==> config.mk <==
export PLATFORM = sky130hd
export DESIGN_NAME = lsu_mem_master_flat
export DESIGN_NICKNAME = d
export VERILOG_FILES = /design/src/rtl/lsu_mem_master_if.sv /design/src/rtl/lsu_mem_master.sv /design/src/flat_wrapper.sv
export SDC_FILE = /design/constraint.sdc
export NUM_CORES = 1
export LEC_CHECK = 0
export ABC_CLOCK_PERIOD_IN_PS = 2000
export BUFFER_PORTS_ARGS = -buffer_cell sky130_fd_sc_hd__buf_2
export CAP_MARGIN = 20
export CORE_MARGIN = 2
export CORE_UTILIZATION = 30
export CTS_BUF_LIST = sky130_fd_sc_hd__clkbuf_4 sky130_fd_sc_hd__clkbuf_8
export DETAILED_ROUTE_END_ITERATION = 12
export GPL_TIMING_DRIVEN = 0
export SYNTH_ARGS = -nofsm -noshare
export SYNTH_HDL_FRONTEND = slang
export SYNTH_SLANG_ARGS = --single-unit
==> constraint.sdc <==
create_clock -name clk -period 2 [get_ports clk]
set_clock_uncertainty 0.2 [all_clocks]
set_input_delay 0.1 -clock clk [delete_from_list [all_inputs] [get_ports clk]]
set_output_delay 0.1 -clock clk [all_outputs]
set_load 0.01 [all_outputs]
==> src/rtl/lsu_mem_master_if.sv <==
// Bundle of the core request/response handshake and the data-memory port of lsu_mem_master.
// The master modport is the LSU side; the slave modport is the core plus memory side.
interface lsu_mem_master_if #(
  parameter int unsigned ADDR_WIDTH = 13
);
  logic                  req_valid;
  logic                  req_ready;
  logic                  req_we;
  logic [2:0]            req_funct3;
  logic [31:0]           req_addr;
  logic [31:0]           req_wdata;
  logic                  resp_valid;
  logic [31:0]           resp_rdata;
  logic                  resp_err;
  logic                  mem_we;
  logic [3:0]            mem_wmask;
  logic [ADDR_WIDTH-1:0] mem_addr;
  logic [31:0]           mem_wdata;
  logic [31:0]           mem_rdata;

  modport master (
    input  req_valid, req_we, req_funct3, req_addr, req_wdata, mem_rdata,
    output req_ready, resp_valid, resp_rdata, resp_err,
           mem_we, mem_wmask, mem_addr, mem_wdata
  );

  modport slave (
    output req_valid, req_we, req_funct3, req_addr, req_wdata, mem_rdata,
    input  req_ready, resp_valid, resp_rdata, resp_err,
           mem_we, mem_wmask, mem_addr, mem_wdata
  );
endinterface

==> src/rtl/lsu_mem_master.sv <==
// RV32I load/store initiator driving a word-addressed data memory with byte write masks.
// Define MISALIGN_SPLIT_EN to split misaligned H/W accesses into two memory cycles.
module lsu_mem_master #(
  parameter int unsigned ADDR_WIDTH = 13
) (
  input  logic                clk,
  input  logic                rst_n,
  lsu_mem_master_if.master    bus
);

  typedef enum logic [1:0] {IDLE, ACC0, ACC1, RESP} state_e;

  state_e                state_q;
  logic                  req_ready_q;
  logic                  resp_valid_q;
  logic [31:0]           resp_rdata_q;
  logic                  resp_err_q;
  logic                  we_q;
  logic [2:0]            funct3_q;
  logic [1:0]            off_q;
  logic [ADDR_WIDTH-1:0] widx_q;
  logic [31:0]           wdata_q;
  logic [31:0]           lo_buf_q;

  logic                  req_legal;
  logic                  req_err;
  logic [3:0]            base_mask;
  logic [7:0]            m64;
  logic [63:0]           d64;
  logic                  spans;

  logic                  unused_addr_hi;
  assign unused_addr_hi = ^bus.req_addr[31:ADDR_WIDTH+2];

  function automatic logic [31:0] load_extend(input logic [63:0] raw,
                                              input logic [1:0]  off,
                                              input logic [2:0]  f);
    logic [31:0] sh;
    sh = 32'(raw >> {off, 3'b000});
    case (f)
      3'b000:  return {{24{sh[7]}}, sh[7:0]};
      3'b100:  return {24'b0, sh[7:0]};
      3'b001:  return {{16{sh[15]}}, sh[15:0]};
      3'b101:  return {16'b0, sh[15:0]};
      default: return sh;
    endcase
  endfunction

  always_comb begin
    req_legal = bus.req_we ? (bus.req_funct3 inside {3'b000, 3'b001, 3'b010})
                           : (bus.req_funct3 inside {3'b000, 3'b001, 3'b010, 3'b100, 3'b101});
`ifdef MISALIGN_SPLIT_EN
    req_err = !req_legal;
`else
    req_err = !req_legal
            || (bus.req_funct3[1:0] == 2'b01 && bus.req_addr[0])
            || (bus.req_funct3[1:0] == 2'b10 && bus.req_addr[1:0] != 2'b00);
`endif
  end

  // Lane placement over a 64-bit window: the upper half belongs to the following word.
  always_comb begin
    case (funct3_q[1:0])
      2'b00:   base_mask = 4'b0001;
      2'b01:   base_mask = 4'b0011;
      default: base_mask = 4'b1111;
    endcase
    m64   = {4'b0000, base_mask} << off_q;
    d64   = {32'b0, wdata_q} << {off_q, 3'b000};
    spans = |m64[7:4];
  end

  always_comb begin
    bus.mem_we    = 1'b0;
    bus.mem_wmask = '0;
    bus.mem_addr  = '0;
    bus.mem_wdata = '0;
    case (state_q)
      ACC0: begin
        bus.mem_we    = we_q;
        bus.mem_wmask = m64[3:0];
        bus.mem_addr  = widx_q;
        bus.mem_wdata = d64[31:0];
      end
      ACC1: begin
        bus.mem_we    = we_q;
        bus.mem_wmask = m64[7:4];
        bus.mem_addr  = widx_q + ADDR_WIDTH'(1);
        bus.mem_wdata = d64[63:32];
      end
      default: ;
    endcase
  end

  always_ff @(posedge clk or negedge rst_n) begin
    if (!rst_n) begin
      state_q      <= IDLE;
      req_ready_q  <= 1'b1;
      resp_valid_q <= 1'b0;
      resp_rdata_q <= '0;
      resp_err_q   <= 1'b0;
      we_q         <= 1'b0;
      funct3_q     <= '0;
      off_q        <= '0;
      widx_q       <= '0;
      wdata_q      <= '0;
      lo_buf_q     <= '0;
    end else begin
      case (state_q)
        IDLE: begin
          if (bus.req_valid) begin
            we_q        <= bus.req_we;
            funct3_q    <= bus.req_funct3;
            off_q       <= bus.req_addr[1:0];
            widx_q      <= bus.req_addr[ADDR_WIDTH+1:2];
            wdata_q     <= bus.req_wdata;
            req_ready_q <= 1'b0;
            if (req_err) begin
              state_q      <= RESP;
              resp_valid_q <= 1'b1;
              resp_rdata_q <= '0;
              resp_err_q   <= 1'b1;
            end else begin
              state_q <= ACC0;
            end
          end
        end
        ACC0: begin
          if (!we_q) lo_buf_q <= bus.mem_rdata;
          if (spans) begin
            state_q <= ACC1;
          end else begin
            state_q      <= RESP;
            resp_valid_q <= 1'b1;
            resp_err_q   <= 1'b0;
            resp_rdata_q <= we_q ? '0 : load_extend({32'b0, bus.mem_rdata}, off_q, funct3_q);
          end
        end
        // Upper word is consumed straight from the read port on the same edge it is captured.
        ACC1: begin
          state_q      <= RESP;
          resp_valid_q <= 1'b1;
          resp_err_q   <= 1'b0;
          resp_rdata_q <= we_q ? '0 : load_extend({bus.mem_rdata, lo_buf_q}, off_q, funct3_q);
        end
        RESP: begin
          state_q      <= IDLE;
          resp_valid_q <= 1'b0;
          req_ready_q  <= 1'b1;
        end
      endcase
    end
  end

  assign bus.req_ready  = req_ready_q;
  assign bus.resp_valid = resp_valid_q;
  assign bus.resp_rdata = resp_rdata_q;
  assign bus.resp_err   = resp_err_q;

endmodule

==> src/flat_wrapper.sv <==
// flat-port wrapper written by rule: the top's interface ports become plain ports
module lsu_mem_master_flat 
#(
  parameter int unsigned ADDR_WIDTH = 13
)
  (clk, rst_n, bus_req_valid, bus_req_we, bus_req_funct3, bus_req_addr, bus_req_wdata, bus_mem_rdata, bus_req_ready, bus_resp_valid, bus_resp_rdata, bus_resp_err, bus_mem_we, bus_mem_wmask, bus_mem_addr, bus_mem_wdata);
  lsu_mem_master_if #(.ADDR_WIDTH(ADDR_WIDTH)) bus_i ();
  input  logic clk;
  input  logic rst_n;
  input wire logic [$bits(bus_i.req_valid)-1:0] bus_req_valid;
  input wire logic [$bits(bus_i.req_we)-1:0] bus_req_we;
  input wire logic [$bits(bus_i.req_funct3)-1:0] bus_req_funct3;
  input wire logic [$bits(bus_i.req_addr)-1:0] bus_req_addr;
  input wire logic [$bits(bus_i.req_wdata)-1:0] bus_req_wdata;
  input wire logic [$bits(bus_i.mem_rdata)-1:0] bus_mem_rdata;
  output wire logic [$bits(bus_i.req_ready)-1:0] bus_req_ready;
  output wire logic [$bits(bus_i.resp_valid)-1:0] bus_resp_valid;
  output wire logic [$bits(bus_i.resp_rdata)-1:0] bus_resp_rdata;
  output wire logic [$bits(bus_i.resp_err)-1:0] bus_resp_err;
  output wire logic [$bits(bus_i.mem_we)-1:0] bus_mem_we;
  output wire logic [$bits(bus_i.mem_wmask)-1:0] bus_mem_wmask;
  output wire logic [$bits(bus_i.mem_addr)-1:0] bus_mem_addr;
  output wire logic [$bits(bus_i.mem_wdata)-1:0] bus_mem_wdata;
  assign bus_i.req_valid = bus_req_valid;
  assign bus_i.req_we = bus_req_we;
  assign bus_i.req_funct3 = bus_req_funct3;
  assign bus_i.req_addr = bus_req_addr;
  assign bus_i.req_wdata = bus_req_wdata;
  assign bus_i.mem_rdata = bus_mem_rdata;
  assign bus_req_ready = bus_i.req_ready;
  assign bus_resp_valid = bus_i.resp_valid;
  assign bus_resp_rdata = bus_i.resp_rdata;
  assign bus_resp_err = bus_i.resp_err;
  assign bus_mem_we = bus_i.mem_we;
  assign bus_mem_wmask = bus_i.mem_wmask;
  assign bus_mem_addr = bus_i.mem_addr;
  assign bus_mem_wdata = bus_i.mem_wdata;
  lsu_mem_master #(.ADDR_WIDTH(ADDR_WIDTH)) u_core (.clk(clk), .rst_n(rst_n), .bus(bus_i));
endmodule
### Yosys cells after proc, flatten, opt, wreduce, memory -nomap -nowiden

Cells that the tools add are included.

* $add $sub $neg: 1
* eq/ne operators: 16
* shifts and indexed selects: 4
* muxes and demuxes: 26
* bitwise gates (word level): 1
* reductions and logical operators: 21

Operators with widths (number)
* one-hot mux 32 bit (4 select lines): 2
* 2-to-1 mux 32 bit: 5
* one-hot mux 32 bit (3 select lines): 1
* one-hot mux 32 bit (2 select lines): 1
* << shifter 32 x 5 -> 64 bit: 1
* right shift 64 x 5 -> 32 bit: 1
* right shift 32 x 5 -> 32 bit: 1
* one-hot mux 13 bit (2 select lines): 1
* one-hot mux 4 bit (2 select lines): 2
* adder 13 x 1 -> 13 bit, second input constant: 1
* equality test 3 bit, second input constant: 4
* 2-to-1 mux 1 bit: 8
* one-hot mux 2 bit (4 select lines): 1
* << shifter 4 x 2 -> 8 bit: 1
* equality test 2 x 1 -> 1 bit, second input constant: 3
* equality test 2 bit, second input constant: 3
* equality test 3 x 1 -> 1 bit, second input constant: 2
* logical NOT 3 bit: 2
* AND reduction 2 bit: 3
* nonzero test 3 bit: 2
* nonzero test 5 bit: 1
* logical NOT 2 bit: 2
* 2-to-1 mux 2 bit: 2
* != test 2 bit, second input constant: 2
* other kinds (14): 17

* bits in registers: 120
* input bits: 103
* output and inout port bits: 85
* word-level logic and storage cells: 80

### Logic depth before layout (Yosys ltp)

Gate-level depths: netlist of the first run.

* word-level depth: 9
* mapped depth: 10
* depth with buffers taken out: 7

### Least setup slack after synthesis of the first run

No wires, ideal clock.

* path type: reg-to-reg
* from: reg u_core.state_q[0]
* to: reg u_core.resp_rdata_q[25], in the netlist u_core.bus.resp_rdata[25]
* setup time: 124 ps
* data arrival time: 1776 ps
* data required time: 1676 ps
* slack: -100 ps
* stages on the path, launching flop included: 11
* path buffers: 3
* period minus slack after synthesis: 2100 ps
* path through: dfrtp_1 -> inv_1 -> ha_1 -> clkbuf_1 -> nand2b_1 -> and3_1 -> buf_4 -> nand3_2 -> clkbuf_4 -> a21oi_1 -> a211o_1

* word-level cells in the longest chain between the ends: 3

Ends and longest elaborated chain
* start, declared: RTL line lsu_mem_master.sv:13 `state_e state_q;`
* start signal, assigned: RTL line lsu_mem_master.sv:97 `state_q <= IDLE;`
* start signal, assigned: RTL line lsu_mem_master.sv:119 `state_q <= RESP;`
* start signal, assigned: RTL line lsu_mem_master.sv:124 `state_q <= ACC0;`
* equality test 2 x 1 -> 1 bit, or another cell as far along: RTL line lsu_mem_master.sv:109 `case (state_q)`
* != test 2 bit (no line), or another cell as far along
* AND reduction 4 bit (no line)
* end signal, assigned: RTL line lsu_mem_master.sv:136 `resp_rdata_q <= we_q ? '0 : load_extend({32'b0, bus.mem_rdata}, off_q, funct3_q);`
* end signal, assigned: RTL line lsu_mem_master.sv:144 `resp_rdata_q <= we_q ? '0 : load_extend({bus.mem_rdata, lo_buf_q}, off_q, funct3_q);`
* end, declared: RTL line lsu_mem_master.sv:16 `logic [31:0] resp_rdata_q;`

Parallel ways exist; a longest one is shown, timed or not.
A chain may end at the register's enable or synchronous reset.

### Worst setup path in the final report of the first run

* from: reg u_core.state_q[1]
* to: out bus_mem_wdata[17]

* word-level cells in the longest chain between the ends: 2

Ends and longest elaborated chain
* equality test 2 bit or equality test 2 x 1 -> 1 bit (tied branches): RTL line lsu_mem_master.sv:78 `case (state_q)`
* one-hot mux 32 bit (2 select lines) (*): RTL line lsu_mem_master.sv:78
* end, declared: RTL line flat_wrapper.sv:23 `output wire logic [$bits(bus_i.mem_wdata)-1:0] bus_mem_wdata;`

Every way passes the cells marked *; elsewhere a longest branch is shown, timed or not.

==> results.yml, run 1 <==
yosys:
  synth_edf_count: 0
  syn_nets: 971
  synth_cell_types: 60
  ys_warn_count: 0
  syn_area_um2: 7850
  syn_inst: 863
  ys_seq_area_share_pct: 38.3
  ys_ff_latch: 120
  avgSynthCellArea_um2: 9.09
  dominantRegCellSynth: "dfrtp_1"
  synthArstFlopShare_pct: 100
min_path:
  hold_path.startpoint: "bus_req_funct3[0]"
  hold_path_end: "u_core.bus.resp_valid$_DFFE_PN0P_"
  hp-class: "primary input to register"
  hold_depth: 6
run_status:
  outcome: "finished, violations left"
  violations: "negative setup slack"
grt:
  grt_pass1_vias: 8597
  antenna_found_initial: 2
  gr-total-overflow: 0
  track_usage_pct: 23.3
  grt_first_pass_wirelength_mm: 50.1
  grt_max_degree: 71
place:
  numPortBuffers: 170
  hpwl_mm: 21.6
  gp_congestion: 0.929
  post-place-cells: 1369
setup_path:
  end_kind: "output pin"
  critPathMaxFanout: 5
  reg2reg_depth: 11
  worstPathArrival_ns: 2.19
  cp-start-kind: "register"
  reg2reg_slack_ns: -0.36
  regToRegStartpoint: "u_core.state_q[0]$_DFFE_PN0N_"
  regToRegEndpoint: "u_core.bus.resp_rdata[23]$_DFFE_PN0P_"
  worstPathRequired_ns: 1.70
  worst-setup-path-type: "register to output pin"
timing:
  clock.fmax_mhz: 402
  slew_headroom_pct: 49.2
  post-route-period-util_pct: 124
  finalCriticalPeriod_ns: 2.49
  final-hold-violation-count: 0
  finalSetupViolCount: 114
  finalMaxSlewViolations: 0
  setup_slack_ns: -0.486
  tightest_slew_ns: 0.760
  rsz0062_at_grt: "true"
  finalSetupTns_ns: -28.24
final_layout:
  fin_util_pct: 50.6
  drive_above_1_share_pct: 51.5
  area_delta_synth_final_pct: 66.5
  antenna_cells: 0
  mostFrequentLayoutCells: "170 x nand2_1, 163 x buf_2, 117 x dfrtp_1"
  fin_cells: 1579
  nets: 1339
  layout_commonest_cell: "nand2_1"
clocking:
  clockRootBuffer: "clkbuf_8"
  clock_latency_ns: 0.47
  cts_tree: "yes"
  cts_buffers: 17
  cts.sinks: 120
  ctsLongestPathBuffers: 2
  clk_pin_slew_ns: 0.08
  htree_levels: 4
route:
  drc: 0
  vias: 8620
  drt_iter0_markers: 797
  routed_wl_mm: 33.6
  first_pass_iters: 5
  viasPerCell: 5.46
  ant_nets: 0
  post_drt_wl_per_cell_um: 21.3
power_and_ir_drop:
  p_per_area_nw_per_um2: 1880
  vdd_drop_max_v: 0.000916
  p_leak_nw: 5.98
floorplan:
  die-area_um2: 27500
  core_area_um2: 25800
  num_rows: 59
  ios: 188
  die_h_um: 166
  fp.dieW_um: 166
  start_util_pct: 30.4
job:
  cap_violations: 0
-- synthesized netlist by cell type (all sizes together), types with 6 or more instances --
cell / count / share of area [%]
mux2i: 47 / 6.0
mux2: 91 / 13
and2: 18 / 1.4
o21ai: 53 / 3.4
dfrtp: 119 / 38
a21oi: 62 / 4.0
a22o: 9 / 1.0
o21a: 6 / 0.57
nand2: 189 / 9.0
clkbuf: 26 / 1.4
nor3: 11 / 0.70
buf: 40 / 3.3
a22oi: 26 / 2.6
nor2: 34 / 1.7
nand3: 11 / 0.89
a211o: 16 / 1.9
o22ai: 11 / 0.88
nor2b: 18 / 1.4
o211ai: 8 / 0.77
-- power breakdown --
part	internal, mW	switching, mW
clock	1.15	1.23
combinational	8.60	8.70
sequential	3.63	1.22
total	13.4	11.1
-- sequential cells by signal, indices dropped and copies added (netlist names) --
| name | count |
|---|---|
| u_core.bus.req_ready | 1 |
| u_core.bus.resp_err | 1 |
| u_core.bus.resp_rdata | 32 |
| u_core.bus.resp_valid | 1 |
| u_core.funct3_q | 3 |
| u_core.lo_buf_q | 32 |
| u_core.off_q | 2 |
| u_core.state_q | 2 |
| u_core.wdata_q | 32 |
| u_core.we_q | 1 |
| u_core.widx_q | 13 |
-- per-layer routing --
metal  vias up  track usage, %  wire [um]
li1       3839               -          -
met1      4250            30.2      13900
met2       445            38.2      16300
met3        82            5.62       2440
met4         4            7.79       1000
met5         -               0         24
-- metrics by stage --
stage	total power [mW]	hold slack, ns	worst slack [ns]	instance area, um2
floorplan	11.5	-0.396	0.00803	7870
global placement	14.9	0.131	-1.06	9140
detailed placement	15.0	-0.111	-0.612	9180
CTS	22.6	0.160	-0.445	12500
global route	25.7	0.131	-0.509	13100
finish	24.5	0.108	-0.486	13100
-- kinds of logic (layout without fill, tap and decap cells) --
| group | Yosys count | count (layout) | synth area share (%) |
|---|---|---|---|
| flops | 120 | 120 | 38.3 |
| buf+inv | 71 | 451 | 4.88 |
| simple gates | 299 | 300 | 16.8 |
| fa+ha+maj | 5 | 5 | 0.797 |
| mux | 142 | 142 | 20.2 |
| xor+xnor | 4 | 4 | 0.446 |
| compound gates | 222 | 222 | 18.5 |
-- repair_timing --
action,CTS,global route
cloned,13,3
pin swaps,85,49
endpoints found under the hold margin,218,0
resized for setup,347,116
endpoints found under the setup margin,167,115
hold buffers,86,0
buffers inserted,67,18
-- critical path: stages (launching register included) --
cell and delay, ns:
dfrtp_1 0.41, inv_2 0.12, ha_4 0.16, buf_8 0.11, nor2b_4 0.19, buf_8 0.14
a22o_1 0.12, a22oi_1 0.08, nor2b_1 0.21, buf_2 0.19
-- worst max-delay path by stage --
stage	startpoint	end	slack, ns	cells past startpoint
final	u_core.state_q[1]$_DFFE_PN0N_	bus_mem_wdata[17]	-0.49	9
after global routing	u_core.state_q[1]$_DFFE_PN0N_	bus_mem_wdata[17]	-0.51	9
after CTS	u_core.state_q[0]$_DFFE_PN0N_	bus_mem_wdata[20]	-0.45	9
after detailed placement	u_core.state_q[1]$_DFFE_PN0N_	bus_mem_wdata[28]	-0.61	7
after global placement	rst_n	u_core.widx_q[5]$_DFFE_PN0P_	-1.06	1
after floorplan	u_core.state_q[1]$_DFFE_PN0N_	u_core.bus.resp_rdata[25]$_DFFE_PN0P_	0.008	10
-- area by class of cell --
cell class	instances	area (um2)
inverters	5	26.3
clock buffers	18	241
flip-flops and latches	120	3010
plain buffers	59	818
multi-input cells	673	5490
clock inverters	14	164
fillers	2342	12800
well taps	335	419
repair buffers	355	2900
(Power assumes the default switching activity.)
==> run 2: changes to the inputs <==
PLACE_DENSITY = 0.5   (was unset)
==> run 2 against run 1 <==
The run still ends with negative setup slack left; non-clock buffer count up 3; sequential share of layout area increased by 0.15 points; global-route usage down 0.24 points; routed wire length decreased by 0.51%; cell count increased by 0.13%; clock power shrank 3%; critical path depth unchanged; final area down 0.64%; critical endpoint is now bus_mem_wdata[18].
==> results.yml, run 2 (synthesis results as in run 1) <==
floorplan:
  die_h_um: 166
  ios: 188
  die-area_um2: 27500
  fp.dieW_um: 166
  start_util_pct: 30.4
  core_area_um2: 25800
  num_rows: 59
route:
  post_drt_wl_per_cell_um: 21.1
  vias: 8408
  routed_wl_mm: 33.4
  drc: 0
  first_pass_iters: 5
  ant_nets: 0
  drt_iter0_markers: 564
  viasPerCell: 5.32
place:
  post-place-cells: 1369
  gp_congestion: 0.897
  hpwl_mm: 22.0
  numPortBuffers: 170
  dpl_cell_area_um2: 9180
final_layout:
  layout_commonest_cell: "buf_2"
  antenna_cells: 0
  area_delta_synth_final_pct: 65.4
  fill_cells: 2385
  mostFrequentLayoutCells: "171 x buf_2, 128 x nand2_1, 117 x dfrtp_1"
  drive_above_1_share_pct: 53.0
  fin_cells: 1581
  nets: 1342
  final_area_um2: 13000
setup_path:
  worst-setup-path-type: "register to output pin"
  critPathMaxFanout: 5
  cp.depth: 9
  slowest_delay_ns: 0.45
  end_kind: "output pin"
  reg2reg_depth: 10
  cp-start-kind: "register"
  cpMostUsedCell: "buf_6"
  crit_buf_inv: 4
  worstPathArrival_ns: 2.13
  reg2reg_slack_ns: -0.28
  cp_cell_sequence: "ha_4 -> buf_6 -> nor2b_4 -> buf_6 -> buf_6 -> a22oi_2 -> nor2_1 -> o21a_1 -> buf_2"
  worstPathRequired_ns: 1.70
  regToRegStartpoint: "u_core.state_q[0]$_DFFE_PN0N_"
  crit_family: "buffers and inverters"
  crit_slowest_cell: "dfrtp_2"
  regToRegEndpoint: "u_core.bus.resp_rdata[0]$_DFFE_PN0P_"
clocking:
  clk_pin_slew_ns: 0.09
  clockRootBuffer: "clkbuf_8"
  cts_tree: "yes"
  clock_latency_ns: 0.47
  ctsLongestPathBuffers: 2
  cts.sinks: 120
  htree_levels: 4
  cts_buffers: 17
min_path:
  hold_path.startpoint: "bus_req_wdata[19]"
  hold_path_end: "u_core.wdata_q[19]$_DFFE_PN0P_"
  hold_depth: 3
  hp-class: "primary input to register"
run_status:
  outcome: "finished, violations left"
  violations: "negative setup slack"
timing:
  post-route-period-util_pct: 121
  clock.fmax_mhz: 412
  finalSetupViolCount: 114
  setup_slack_ns: -0.429
  slew_headroom_pct: 52.1
  tightest_slew_ns: 0.716
  final-hold-violation-count: 0
  rsz0062_at_grt: "true"
  finalMaxSlewViolations: 0
  finalCriticalPeriod_ns: 2.43
grt:
  grt_max_degree: 78
  grt_pass1_vias: 8520
  grt_first_pass_wirelength_mm: 49.5
  track_usage_pct: 23.1
  antenna_found_initial: 0
  gr-total-overflow: 0
power_and_ir_drop:
  p_total_mw: 23.9
  p_per_area_nw_per_um2: 1840
  p_leak_nw: 6.00
  vdd_drop_max_v: 0.000772
job:
  cap_violations: 0
[run 2: cell types whose count changed in the layout (fill, tap and decap cells not counted), moves of 7 or more]
cell	change
a21oi_2	-11
nand2_4	+7
buf_2	+8
buf_12	-7
a21oi_4	+7
nand2_2	+36
o21ai_1	+11
o21ai_2	-11
nand2_1	-42
[run 2: worst max path at each step]
| stage | start | to | slack (ns) |
|---|---|---|---|
| after floorplan | u_core.state_q[1]$_DFFE_PN0N_ | u_core.bus.resp_rdata[25]$_DFFE_PN0P_ | 0.008 |
| after global placement | rst_n | u_core.widx_q[6]$_DFFE_PN0P_ | -1.11 |
| after detailed placement | u_core.state_q[1]$_DFFE_PN0N_ | bus_mem_wdata[28] | -0.76 |
| after CTS | u_core.state_q[0]$_DFFE_PN0N_ | bus_mem_wdata[0] | -0.44 |
| after global routing | u_core.state_q[1]$_DFFE_PN0N_ | bus_mem_wdata[22] | -0.51 |
| final | u_core.state_q[0]$_DFFE_PN0N_ | bus_mem_wdata[18] | -0.43 |
[run 2: final cells by class]
cell class                      instances  area [um2]  share of cell area [%]
Multi-Input combinational cell        673        5520                    42.5
Sequential cell                       120        3010                    23.2
Timing Repair Buffer                  359        2870                    22.1
Buffer                                 58         742                    5.72
Tap cell                              335         419                    3.23
Clock buffer                           20         269                    2.07
Clock inverter                         11         124                   0.954
Inverter                                5        28.8                   0.222
[run 2: metrics by stage]
stage	util (%)	hold slack [ns]	setup TNS, ns	setup slack, ns
floorplan	-	-0.396	0	0.00803
global placement	35.4	0.133	-199.62	-1.11
detailed placement	35.5	-0.145	-68.41	-0.765
CTS	46.5	0.163	-23.61	-0.439
global route	50.2	0.178	-35.52	-0.510
finish	50.2	0.177	-27.49	-0.429
[run 2: per-layer routing]
metal | vias to the layer above | track usage, % | share of wire [%]
met1 | 4130 | 30.4 | 43
met5 | - | 0 | 0
li1 | 3854 | - | -
met4 | 0 | 8.36 | 3.1
met2 | 352 | 38.1 | 48
met3 | 72 | 4.05 | 5.4
[run 2: power breakdown]
| part | switching (mW) | internal (mW) | total (mW) |
|---|---|---|---|
| Sequential | 1.16 | 3.63 | 4.79 |
| Clock | 1.13 | 1.18 | 2.31 |
| Combinational | 8.56 | 8.20 | 16.8 |
[run 2: timing repair]
action | 4_1_cts | 5_1_grt
endpoints found under the hold margin | 213 | 0
resized for setup | 305 | 196
setup buffers | 51 | 40
hold buffers | 86 | 0
setup endpoints to repair | 167 | 149
gates cloned | 10 | 6
pin swaps | 65 | 81
[run 2: worst register-to-register path, cell delays in order (launching register included)]
cell      delay (ns)
dfrtp_2         0.45
ha_4            0.18
buf_6           0.12
buf_4           0.13
buf_6           0.10
buf_6           0.11
nor2b_4         0.14
buf_6           0.14
buf_12          0.14
a221oi_4        0.33
o31ai_2         0.11
==> run 3: changes to the inputs <==
CORE_MARGIN = unset   (was 2)
==> run 3 against run 2 <==
The flow still finishes with violations (negative setup slack); routed wire length shrank 0.81%; critical endpoint is now bus_mem_addr[9]; critical path depth is 2 higher; cell count decreased by 0.57%; critical path type unchanged; combinational power barely moved; die area shrank 2.4%; worst setup slack worse by 0.015 ns; via count barely moved; final area increased by 0.38%; power grew 0.18%; global-route usage is 1.0 points higher; clock power rose by 12%; sequential share of layout area fell by 0.087 points.
==> results.yml, run 3 (synthesis results as in run 1) <==
run_status:
  outcome: "finished, violations left"
  violations: "negative setup slack"
power_and_ir_drop:
  p_sw_mw: 10.8
  p_leak_nw: 6.00
  switching_share_pct: 45.3
  p_seq_share_pct: 20.1
  vdd_drop_max_v: 0.000843
  p_clk_share_pct: 10.8
  pwr-share-comb_pct: 69.0
  p_per_area_nw_per_um2: 1830
  intPower_mw: 13.1
setup_path:
  critPathMaxFanout: 8
  cpMostUsedCell: "buf_6"
  end_kind: "output pin"
  slowest_delay_ns: 0.41
  cp_cell_sequence: "buf_6 -> ha_4 -> buf_6 -> buf_4 -> buf_8 -> nand2_8 -> clkbuf_16 -> o21ai_2 -> nand2_1 -> o21ai_1 -> buf_2"
  crit_start: "u_core.state_q[0]$_DFFE_PN0N_"
  regToRegEndpoint: "u_core.bus.resp_rdata[0]$_DFFE_PN0P_"
  crit_path_end: "bus_mem_addr[9]"
  cp-start-kind: "register"
  worstPathArrival_ns: 2.14
  reg2reg_depth: 11
  regToRegStartpoint: "u_core.state_q[0]$_DFFE_PN0N_"
  worst-setup-path-type: "register to output pin"
  crit_slowest_cell: "dfrtp_1"
  worstPathRequired_ns: 1.70
  reg2reg_slack_ns: -0.34
grt:
  grt_max_degree: 78
  grt_use_met2_pct: 40.4
  grt_use_met3_pct: 4.47
  grt_first_pass_wirelength_mm: 48.4
  grt.busiest_layer: "met2"
  track_usage_pct: 24.1
  antenna_found_initial: 0
  gr-total-overflow: 0
  grtUsageMet1_pct: 30.6
  grt_pass1_vias: 8401
route:
  first_pass_iters: 5
  drt_iter0_markers: 573
  routed_wl_mm: 33.2
  drc: 0
  vias: 8405
  ant_nets: 0
  post_drt_wl_per_cell_um: 21.1
  viasPerCell: 5.35
job:
  cap_violations: 0
timing:
  finalSetupViolCount: 114
  finalCriticalPeriod_ns: 2.44
  finalMaxSlewViolations: 0
  tightest_slew_ns: 0.677
  clock.fmax_mhz: 409
  rsz0062_at_grt: "true"
  slew_headroom_pct: 54.7
  finalSetupTns_ns: -33.86
  post-route-period-util_pct: 122
  final-hold-violation-count: 0
  setup_slack_ns: -0.444
place:
  hpwl_mm: 21.8
  numPortBuffers: 170
  gp_congestion: 0.921
  post-place-cells: 1364
floorplan:
  fp.dieW_um: 164
  start_util_pct: 30.9
  num_rows: 58
  die-area_um2: 26800
  die_h_um: 164
  ios: 188
  core_area_um2: 25400
final_layout:
  fin_cells: 1572
  layout_commonest_cell: "buf_2"
  mostFrequentLayoutCells: "166 x buf_2, 138 x nand2_1, 117 x dfrtp_1"
  drive_above_1_share_pct: 51.9
  area_delta_synth_final_pct: 66.1
  antenna_cells: 0
  nets: 1337
clocking:
  cts.sinks: 120
  cts_tree: "yes"
  clock_latency_ns: 0.45
  clockRootBuffer: "clkbuf_8"
  clk_pin_slew_ns: 0.09
  htree_levels: 4
  cts_buffers: 17
  ctsLongestPathBuffers: 2
min_path:
  hp-class: "primary input to register"
-- run 3: worst min-delay path by stage --
stage / start / endpoint / slack, ns / depth (start not counted)
4_1_cts: bus_req_wdata[2] / u_core.wdata_q[2]$_DFFE_PN0P_ / 0.17 / 3
6_report: bus_req_wdata[2] / u_core.wdata_q[2]$_DFFE_PN0P_ / 0.19 / 3
2_1_floorplan: rst_n / u_core.bus.resp_err$_DFFE_PN0P_ / -0.40 / 0
3_3_place_gp: bus_req_addr[12] / u_core.widx_q[10]$_DFFE_PN0P_ / 0.13 / 2
3_5_place_dp: rst_n / u_core.lo_buf_q[20]$_DFFE_PN0P_ / -0.14 / 1
5_1_grt: bus_req_wdata[19] / u_core.wdata_q[19]$_DFFE_PN0P_ / 0.18 / 3
-- run 3: what timing repair did --
action | 4_1_cts | 5_1_grt
hold buffers | 86 | 0
endpoints found under the setup margin | 167 | 117
hold endpoints to repair | 214 | 0
resized for setup | 256 | 226
setup buffers | 46 | 40
gates cloned | 8 | 5
pin swaps | 48 | 94
-- run 3: layout make-up --
| type | count | area (um2) |
|---|---|---|
| multi-input cells | 673 | 5580 |
| clock buffers | 19 | 255 |
| inverters | 5 | 26.3 |
| repair buffers | 353 | 2820 |
| well taps | 330 | 413 |
| fillers | 2352 | 12400 |
| plain buffers | 59 | 737 |
| flip-flops and latches | 120 | 3010 |
| clock inverters | 13 | 195 |
-- run 3: worst max-delay path: cells and delay by family, from the launching register on --
kind | cells | cell delay, ns
compound gates | 2 | 0.12
fa+ha+maj | 1 | 0.15
buf+inv | 6 | 0.83
flops | 1 | 0.41
simple gates | 2 | 0.18
-- run 3: power groups by stage --
stage / Sequential, mW / Combinational [mW] / Clock (mW)
after global placement: 4.69 / 10.3 / 0
after detailed placement: 4.71 / 10.4 / 0
after floorplan: 4.52 / 6.98 / 0
after global routing: 4.93 / 17.5 / 2.75
after CTS: 4.67 / 13.9 / 2.65
final: 4.81 / 16.5 / 2.59
-- run 3: per-stage QoR --
step	utilization (%)	area (um2)	power, mW	worst slack [ns]	hold slack [ns]
final	51.3	13000	23.9	-0.444	0.194
after global routing	51.3	13000	25.2	-0.528	0.184
after CTS	46.8	11900	21.2	-0.445	0.171
after floorplan	-	7870	11.5	0.00803	-0.396
after detailed placement	36.1	9170	15.1	-0.710	-0.139
after global placement	36.0	9140	15.0	-1.10	0.133
-- run 3: per-layer routing --
| metal | routed length, um | share of wire, % | vias up |
|---|---|---|---|
| met5 | 0 | 0 | - |
| met1 | 14100 | 42 | 4123 |
| met4 | 927 | 2.8 | 0 |
| met2 | 16100 | 49 | 374 |
| li1 | - | - | 3839 |
| met3 | 2030 | 6.1 | 69 |
